$ cat src/rtl/obuft_drive_pkg.sv
// Shared types and sizing helpers for the OBUFT burst driver.
package obuft_drive_pkg;

  typedef enum logic [2:0] {
    ST_IDLE = 3'd0,
    ST_PRE  = 3'd1,
    ST_DATA = 3'd2,
    ST_POST = 3'd3,
    ST_TURN = 3'd4
  } drive_state_t;

  // Counter width large enough to hold the longest phase length.
  function automatic int unsigned cnt_width(input int unsigned pre,
                                            input int unsigned post,
                                            input int unsigned gap);
    int unsigned m;
    m = pre;
    if (post > m) m = post;
    if (gap > m) m = gap;
    if (m < 1) m = 1;
    return $clog2(m + 1);
  endfunction

endpackage

$ cat src/rtl/obuft_t_negreg.sv
// Falling-edge tristate-control register, one bit replicated across the bank.
module obuft_t_negreg #(
  parameter int unsigned WIDTH = 8
) (
  input  logic             clkin,
  input  logic             rst_n,
  input  logic             t_d,
  output logic [WIDTH-1:0] t_q
);

  // Reset parks the pads in high-Z; otherwise capture on the falling edge.
  always_ff @(negedge clkin or negedge rst_n) begin
    if (!rst_n) t_q <= '1;
    else        t_q <= {WIDTH{t_d}};
  end

endmodule

$ cat src/rtl/obuft_burst_drive.sv
// Drives valid/ready bursts onto a tristate pad group with preamble,
// postamble and a high-Z turnaround gap.
module obuft_burst_drive
  import obuft_drive_pkg::*;
#(
  parameter int unsigned      WIDTH        = 8,
  parameter int unsigned      PRE_CYCLES   = 1,
  parameter int unsigned      POST_CYCLES  = 1,
  parameter int unsigned      GAP_CYCLES   = 2,
  parameter logic [WIDTH-1:0] PRE_PATTERN  = '0,
  parameter logic [WIDTH-1:0] POST_PATTERN = '0
) (
  input  logic             clkin,
  input  logic             rst_n,
  input  logic             s_valid,
  output logic             s_ready,
  input  logic [WIDTH-1:0] s_data,
  input  logic             s_last,
  output logic [WIDTH-1:0] out_q,
  output logic [WIDTH-1:0] out_t,
  output logic             busy,
  output logic             underrun
);

  localparam int unsigned CW = cnt_width(PRE_CYCLES, POST_CYCLES, GAP_CYCLES);
  localparam logic [CW-1:0] PRE_LOAD  = CW'(PRE_CYCLES - 1);
  localparam logic [CW-1:0] POST_LOAD = CW'((POST_CYCLES > 0) ? POST_CYCLES - 1 : 0);
  localparam logic [CW-1:0] GAP_LOAD  = CW'(GAP_CYCLES - 1);

  // Reject lengths the sequencing cannot represent.
  if (PRE_CYCLES == 0) begin : g_pre_chk
    $error("obuft_burst_drive: PRE_CYCLES must be >= 1");
  end
  if (GAP_CYCLES == 0) begin : g_gap_chk
    $error("obuft_burst_drive: GAP_CYCLES must be >= 1");
  end

  drive_state_t     state_q, state_d;
  logic [CW-1:0]    cnt_q, cnt_d;
  logic             last_q, last_d;
  logic [WIDTH-1:0] q_d;
  logic             underrun_d;
  logic             t_next;

  function automatic logic is_drive(input drive_state_t s);
    return (s == ST_PRE) || (s == ST_DATA) || (s == ST_POST);
  endfunction

  // Ready depends only on registered state so it never loops back through s_valid.
  assign s_ready = ((state_q == ST_PRE) && (cnt_q == '0)) ||
                   ((state_q == ST_DATA) && !last_q);
  assign busy    = (state_q != ST_IDLE);

  // Next-state, next pad value and underrun detection.
  always_comb begin
    state_d    = state_q;
    cnt_d      = cnt_q;
    last_d     = last_q;
    q_d        = out_q;
    underrun_d = 1'b0;
    unique case (state_q)
      ST_IDLE: begin
        q_d = '0;
        if (s_valid) begin
          state_d = ST_PRE;
          q_d     = PRE_PATTERN;
          cnt_d   = PRE_LOAD;
        end
      end
      ST_PRE: begin
        if (cnt_q != '0) begin
          cnt_d = cnt_q - CW'(1);
        end else if (s_valid) begin
          state_d = ST_DATA;
          q_d     = s_data;
          last_d  = s_last;
        end
      end
      ST_DATA: begin
        if (last_q) begin
          last_d = 1'b0;
          if (POST_CYCLES > 0) begin
            state_d = ST_POST;
            q_d     = POST_PATTERN;
            cnt_d   = POST_LOAD;
          end else begin
            state_d = ST_TURN;
            q_d     = '0;
            cnt_d   = GAP_LOAD;
          end
        end else if (s_valid) begin
          q_d    = s_data;
          last_d = s_last;
        end else begin
          underrun_d = 1'b1;
        end
      end
      ST_POST: begin
        if (cnt_q == '0) begin
          state_d = ST_TURN;
          q_d     = '0;
          cnt_d   = GAP_LOAD;
        end else begin
          cnt_d = cnt_q - CW'(1);
        end
      end
      ST_TURN: begin
        q_d = '0;
        if (cnt_q == '0) state_d = ST_IDLE;
        else             cnt_d   = cnt_q - CW'(1);
      end
      default: begin
        state_d = ST_IDLE;
        q_d     = '0;
        cnt_d   = '0;
        last_d  = 1'b0;
      end
    endcase
  end

  // Enable spans both the current and the upcoming cycle so it brackets data by half a cycle.
  assign t_next = ~(is_drive(state_q) | is_drive(state_d));

  // Rising-edge state and pad data registers.
  always_ff @(posedge clkin or negedge rst_n) begin
    if (!rst_n) begin
      state_q  <= ST_IDLE;
      cnt_q    <= '0;
      last_q   <= 1'b0;
      out_q    <= '0;
      underrun <= 1'b0;
    end else begin
      state_q  <= state_d;
      cnt_q    <= cnt_d;
      last_q   <= last_d;
      out_q    <= q_d;
      underrun <= underrun_d;
    end
  end

  obuft_t_negreg #(.WIDTH(WIDTH)) u_t_reg (
    .clkin (clkin),
    .rst_n (rst_n),
    .t_d   (t_next),
    .t_q   (out_t)
  );

endmodule

$ cat config.mk
export PLATFORM = sky130hd
export DESIGN_NAME = obuft_burst_drive
export DESIGN_NICKNAME = d
export VERILOG_FILES = /design/src/rtl/obuft_drive_pkg.sv /design/src/rtl/obuft_t_negreg.sv /design/src/rtl/obuft_burst_drive.sv
export SDC_FILE = /design/constraint.sdc
export NUM_CORES = 1
export LEC_CHECK = 0
export CAP_MARGIN = 20
export CORE_MARGIN = 4
export CORE_UTILIZATION = 45
export DETAILED_ROUTE_END_ITERATION = 10
export GPL_TIMING_DRIVEN = 1
export PLACE_DENSITY = 0.82
export SLEW_MARGIN = 20
export SYNTH_ARGS = -nofsm -noshare
export SYNTH_HDL_FRONTEND = slang
export SYNTH_HIERARCHICAL = 1
export SYNTH_SLANG_ARGS = --single-unit
$ cat constraint.sdc
create_clock -name clkin -period 3.99 [get_ports clkin]
set_input_delay 0.798 -clock clkin [delete_from_list [all_inputs] [get_ports clkin]]
set_output_delay 0.798 -clock clkin [all_outputs]
set_load 0.005 [all_outputs]
==> results of run 1 <==
[registers in the layout (all words and copies together) (netlist names)]
name / count
last_q: 1
state_q: 3
u_t_reg/t_q: 1
underrun: 1
cnt_q: 2
out_q: 8
[worst max-delay path, delay by kind of cell (launching register included)]
family / cells / cell delay [ns]
flip-flops: 1 / 0.55
buffers and inverters: 3 / 0.28
[placed cells by master (no fill, tap or decap), drive strengths merged]
| cell | count |
|---|---|
| a2bb2oi | 1 |
| nand3 | 1 |
| clkbuf | 7 |
| clkdlybuf4s50 | 22 |
| nor2 | 13 |
| a211oi | 3 |
| xnor2 | 1 |
| dfstp | 1 |
| mux2i | 8 |
| a21oi | 1 |
| dlygate4sd2 | 3 |
| o21ai | 2 |
| inv | 4 |
| o41ai | 1 |
| ha | 3 |
| or2 | 2 |
| and2 | 2 |
| dfrtp | 15 |
| nand4 | 3 |
| or4b | 1 |
| clkinv | 1 |
| nor2b | 3 |
| nand2 | 2 |
| a21o | 2 |
| or4 | 2 |
| a22oi | 1 |
| a32o | 1 |
| buf | 6 |
| o31ai | 4 |
| mux2 | 1 |
[worst min path at each step]
stage	endpoint	start	depth (start not counted)	slack (ns)
after floorplan	cnt_q[1]	cnt_q[1]	1	0.48
after global routing	out_q[5]	out_q[5]	2	0.56
final	cnt_q[1]	cnt_q[1]	1	0.52
after global placement	cnt_q[1]	cnt_q[1]	1	0.51
after detailed placement	cnt_q[1]	cnt_q[1]	1	0.51
after CTS	cnt_q[1]	cnt_q[1]	1	0.53
[per-stage QoR]
| step | setup slack, ns | util [%] | total power [uW] | cell area (sq um) | hold WS [ns] |
|---|---|---|---|---|---|
| after CTS | -0.04187 | 63.71 | 881.3 | 1250 | 0.5336 |
| after detailed placement | 0.09420 | 61.93 | 786.1 | 1215 | 0.5125 |
| after global routing | -0.04641 | 63.58 | 956.5 | 1247 | 0.5636 |
| final | 0.02235 | 63.58 | 872.6 | 1247 | 0.5243 |
| after global placement | 0.1267 | 61.93 | 768.9 | 1215 | 0.5096 |
| after floorplan | 0.5079 | - | 621.5 | 935.9 | 0.4849 |
[repair_timing]
action,in CTS,in global routing
gates resized for setup,17,7
buffers inserted,2,0
endpoints found under the setup margin,8,7
pin swaps,0,0
[layout make-up]
class	instances	area, sq um	area share (%)
multi-input cells	58	445.4	35.71
flip-flops and latches	16	401.6	32.20
repair buffers	34	321.6	25.78
well taps	27	33.78	2.708
clock buffers	4	26.28	2.106
inverters	4	15.01	1.204
clock inverters	1	3.754	0.3009
[report_power, final]
group          internal (uW)  switching [uW]
sequential               217            72.4
combinational            259             232
clock                   40.2            53.1
total                    516             357
[routing by layer]
layer	track usage (%)	up-vias	share of wire, %
li1	-	365	-
met1	20.87	345	41
met2	29.59	16	55
met3	3.878	0	3.9
met4	7.234	0	0
met5	0	-	0
[cell families (layout without fill, tap and decap cells)]
group | after synthesis | in the layout | share of synthesized area [%]
AOI/OAI and AO/OA | 16 | 16 | 14.57
adders and majority gates | 3 | 3 | 4.011
DFF | 16 | 16 | 42.91
muxes | 9 | 9 | 9.760
xor gates and xnor gates | 1 | 1 | 0.9360
buffers and inverters | 16 | 43 | 9.491
and+or+nand+nor | 29 | 29 | 18.32
==> flow_summary_export.csv, run 1 <==
group,metric,value,unit
layout,final_layout_size_suffix_gt1_share,21.37,%
floorplan,fp.dieH,53.61,um
clock_tree,clkLatencyLatePin,0.35,ns
setup_path,rr_startpoint,"state_q[1]",
grt,grt_first_pass_wirelength,3553,um
clock_tree,ctsHtreeMaxLevel,1,
grt,globalRouteOverflowTotal,0,
setup_path,timing.critical_path.slowest_cell_delay,0.55,ns
layout,num_antenna_cells,0,
sta,timing_max_transition_violations_final,0,
job,maxCapViolCount,0,
logic_synthesis,postSynthNetCount,105,
route,post_detailed_route_via_to_cell_ratio,5.042,
logic_synthesis,synth_cell_types,31,
setup_path,worst_setup_path_startpoint,"u_t_reg/t_q[0]",
logic_synthesis,synth_top_area_cell,"dfrtp_1",
power_and_ir_drop,power_density,699.5,nW/um^2
layout,final_cell_count_no_fill,144,
setup_path,reg2reg_to,"u_t_reg/t_q[0]",
logic_synthesis,ys_async_sr_fraction,100.0,%
clock_tree,clkSinkCount,16,
logic_synthesis,synth.most_common_cell,"dfrtp_1",
place,placed_cells_incl_taps,138,
setup_path,worst_path_most_repeated_cell,"buf_6",
setup_path,worst_path_max_delay_cell,"dfstp_2",
setup_path,reg2reg_depth,2,
route,detail_route.wl_per_cell,14.56,um
floorplan,die-area,2874,sq um
logic_synthesis,synth_top_cells_by_area,"dfrtp_1 40%, mux2i_1 8.6%, buf_4 5.6%",
status,status,"complete, no violations",
setup_path,critical_path_sink,"out_t[3]",
power_and_ir_drop,total_leakage_power,0.0005857,uW
setup_path,critPathRequiredTime,3.19,ns
grt,grt_start_max_net_pins,17,
clock_tree,cts_tree,"done",
logic_synthesis,syn_inst,90,
logic_synthesis,count_of_flip_flops_with_a_built_in_enable_after_synthesis,0,
grt,first_global_vias,750,
layout,area_growth,33.29,%
logic_synthesis,ys.warnings.count,6,
sta,rsz0062_at_grt,"true",
route,drt.antenna.violating_nets,0,
place,gp_routability_congestion,0.8130,
setup_path,critical_path.endpoint_type,"primary output",
grt,grt_antenna_before_repair,0,
floorplan,core_region_area,1962,sq um
setup_path,criticalPathCategory,"reg -> out",
clock_tree,clock_path_buffers,2,
setup_path,crit_path_max_fanout,4,
floorplan,starting_density_of_the_core,47.70,%
route,vias,726,
clock_tree,ctsRootBufferMaster,"clkbuf_4",
clock_tree,cts.hold.buffers_added,0,
logic_synthesis,avgSynthCellArea,10.40,sq um
logic_synthesis,dominantRegCellSynth,"dfrtp_1",
sta,timing.slew.headroom,52.29,%
logic_synthesis,synth_top_area_share,40.11,%
place,hpwl,1603,um
route,dr.first_iter.drc_count,10,
route,route.detailed.drc,0,
clock_tree,cts-buffers-inserted,3,
setup_path,timing.critical_path.arrival,3.17,ns
clock_tree,cts.reportedPaths.clkPinSlew,0.09,ns
floorplan,die-width,53.61,um
layout,fillerInstances,177,
route,routed_wirelength,2097,um
sta,setup-violations-final,0,
sta,clock_skew,0.06509,ns
setup_path,worstPathCellList,"buf_6 > buf_6 > buf_6",
route,drtPass1Iterations,3,
power_and_ir_drop,power.ir.vdd_worst,336.8,uV
logic_synthesis,postSynthRegisterBits,16,
floorplan,rows,16,
sta,final.setup.tns,0,ns
setup_path,r2r_slack,0.84,ns
layout,fin_nets,133,
grt,grt_util_all_layers,17.32,%
sta,worstMarginPinSlew,0.7133,ns
hold_path,min_path_type,"reg -> reg",
logic_synthesis,synthesis.area,935.9,sq um
floorplan,top_level_ports,31,
setup_path,worst_setup_path_start_kind,"register",
logic_synthesis,post_synth_most_frequent_cells,"15 x dfrtp_1, 8 x mux2i_1, 8 x nor2_2, 7 x buf_4, 5 x nor2_1",
logic_synthesis,portion_of_the_post_synthesis_area_used_by_sequential_elements,42.91,%
sta,hold_violations,0,
place,port_buffers,30,
Note: power is estimated with default switching activity, not from simulation.
==> run 2, diff against run 1 <==
--- a/config.mk
+++ b/config.mk
@@ -11,6 +11,7 @@
 export DETAILED_ROUTE_END_ITERATION = 10
 export GPL_TIMING_DRIVEN = 1
 export PLACE_DENSITY = 0.82
+export SKIP_LAST_GASP = 1
 export SLEW_MARGIN = 20
 export SYNTH_ARGS = -nofsm -noshare
 export SYNTH_HDL_FRONTEND = slang
==> flow_summary_export.csv, run 2 (synthesis gave the netlist of run 1 again) <==
group,metric,value,unit
status,status,"complete, no violations",
grt,grt_util_met3,3.878,%
sta,rsz0062_at_grt,"true",
power_and_ir_drop,power_density,698.3,nW/um^2
clock_tree,cts.reportedPaths.clkPinSlew,0.09,ns
setup_path,timing.critical_path.arrival,3.19,ns
hold_path,min_from,"cnt_q[1]",
grt,grt_util_all_layers,17.38,%
grt,grt_antenna_before_repair,0,
layout,largest_register_ffs,8,
power_and_ir_drop,total_power,872.0,uW
clock_tree,ctsRootBufferMaster,"clkbuf_4",
place,hpwl,1603,um
floorplan,fp.dieH,53.61,um
route,routed_wirelength,2103,um
place,gp_routability_congestion,0.8130,
route,route.detailed.drc,0,
route,drtPass1Iterations,3,
layout,area_growth,33.42,%
setup_path,worstPathCellList,"buf_6 > clkdlybuf4s15_1",
clock_tree,cts_tree,"done",
route,drt.antenna.violating_nets,0,
sta,setup-violations-final,0,
layout,largest_registers,"out_q (8), state_q (3), cnt_q (2)",
clock_tree,clock_path_buffers,2,
floorplan,starting_density_of_the_core,47.70,%
route,detail_route.wl_per_cell,14.60,um
grt,first_global_vias,755,
layout,most-common-layout-cells,"22 x clkdlybuf4s50_1, 15 x dfrtp_1, 8 x mux2i_1, 8 x nor2_2, 5 x nor2_1",
setup_path,worst_path_max_delay_cell,"dfstp_2",
floorplan,die-area,2874,sq um
sta,worstMarginPinSlew,0.7207,ns
layout,postLayoutCellArea,1249,sq um
job,maxCapViolCount,0,
power_and_ir_drop,power.ir.vdd_worst,337.0,uV
grt,use_met1,21.04,%
route,vias,726,
setup_path,critPathRequiredTime,3.19,ns
setup_path,worst_setup_path_start_kind,"register",
place,dpl_cell_area,1215,sq um
layout,fraction_of_the_core_area_covered_by_cells_at_the_end_of_the_flow,63.65,%
grt,grt_first_pass_wirelength,3567,um
floorplan,top_level_ports,31,
setup_path,criticalPathCategory,"reg -> out",
clock_tree,ctsHtreeMaxLevel,1,
sta,timing.slew.headroom,51.79,%
power_and_ir_drop,total_leakage_power,0.0005849,uW
floorplan,die-width,53.61,um
setup_path,crit_path_max_fanout,4,
grt,grt_start_max_net_pins,17,
setup_path,timing.critical_path.slowest_cell_delay,0.55,ns
setup_path,path_delay_family,"flip-flops",
route,dr.first_iter.drc_count,10,
setup_path,worst_setup_path_startpoint,"u_t_reg/t_q[0]",
layout,layout.cells.most_common,"clkdlybuf4s50_1",
clock_tree,cts-buffers-inserted,3,
grt,global_route.peak_usage_layer,"met2",
sta,hold_violations,0,
sta,timing_max_transition_violations_final,0,
setup_path,critical_path.endpoint_type,"primary output",
layout,fin_nets,133,
layout,final_layout_size_suffix_gt1_share,20.51,%
grt,globalRouteOverflowTotal,0,
clock_tree,clkSinkCount,16,
layout,num_antenna_cells,0,
grt,grtUsageMet2,29.59,%
clock_tree,clkLatencyLatePin,0.35,ns
hold_path,min_path_type,"reg -> reg",
setup_path,cp_num_buf_inv,2,
sta,clock_skew,0.06509,ns
route,post_detailed_route_via_to_cell_ratio,5.042,
setup_path,rr_startpoint,"state_q[1]",
floorplan,core_region_area,1962,sq um
floorplan,rows,16,
place,port_buffers,30,
layout,regMostFlops,"out_q",
[run 2: changes by cell type in the layout (fill, tap and decap cells not counted), sizes merged]
cell	change
clkbuf	-1
clkdlybuf4s15	+1
[run 2: area by class of cell]
type	count	area [sq um]
Clock inverter	1	3.754
Sequential cell	16	401.6
Tap cell	27	33.78
Fill cell	176	713.2
Timing Repair Buffer	34	322.8
Inverter	4	15.01
Clock buffer	4	26.28
Multi-Input combinational cell	58	445.4
[run 2: per-stage QoR]
stage / std cells / setup WS [ns] / hold slack (ns) / setup TNS (ns)
global placement: 138 / 0.1267 / 0.5096 / 0
CTS: 144 / -0.1528 / 0.5336 / -0.4485
detailed placement: 138 / 0.09420 / 0.5125 / 0
global route: 144 / -0.06930 / 0.5636 / -0.2246
finish: 144 / 0.0001443 / 0.5243 / 0
floorplan: 90 / 0.5079 / 0.4849 / 0
[run 2: per-layer routing]
metal	share of wire, %	routed length [um]	up-vias
met2	55	1162	16
met1	41	858	346
met3	3.9	82	0
met5	0	0	-
met4	0	0	0
li1	-	-	364
[run 2: where the power goes]
part	switching (uW)	leakage, uW	internal, uW
sequential	72.4	0.000208	217
combinational	231	0.000357	258
clock	53.1	0.0000203	40.2
total	357	0.000585	515
[run 2: worst paths after layout]
check | slack, ns | end | depth (start not counted)
worst max-delay path | 0.0001 | out_t[1] | 2
worst min-delay path | 0.52 | cnt_q[1] | 1
worst max register to register | 0.84 | u_t_reg/t_q[0] | 2
worst min register to register | 0.52 | cnt_q[1] | 1
max in group asynchronous | 1.18 | u_t_reg/t_q[0] | 1
min in group asynchronous | 0.88 | out_q[1] | 2
[run 2: repair_timing]
action | 4_1_cts | 5_1_grt
hold buffers | 0 | 0
buffers inserted | 2 | 0
setup endpoints to repair | 8 | 6
gates resized for setup | 8 | 12
pin swaps | 0 | 0
cloned | 0 | 0
[run 2: worst reg2reg max path, cell delays in order, from the launching register on]
cell and delay (ns):
dfrtp_1 0.55, or2_2 0.39, o21ai_0 0.19
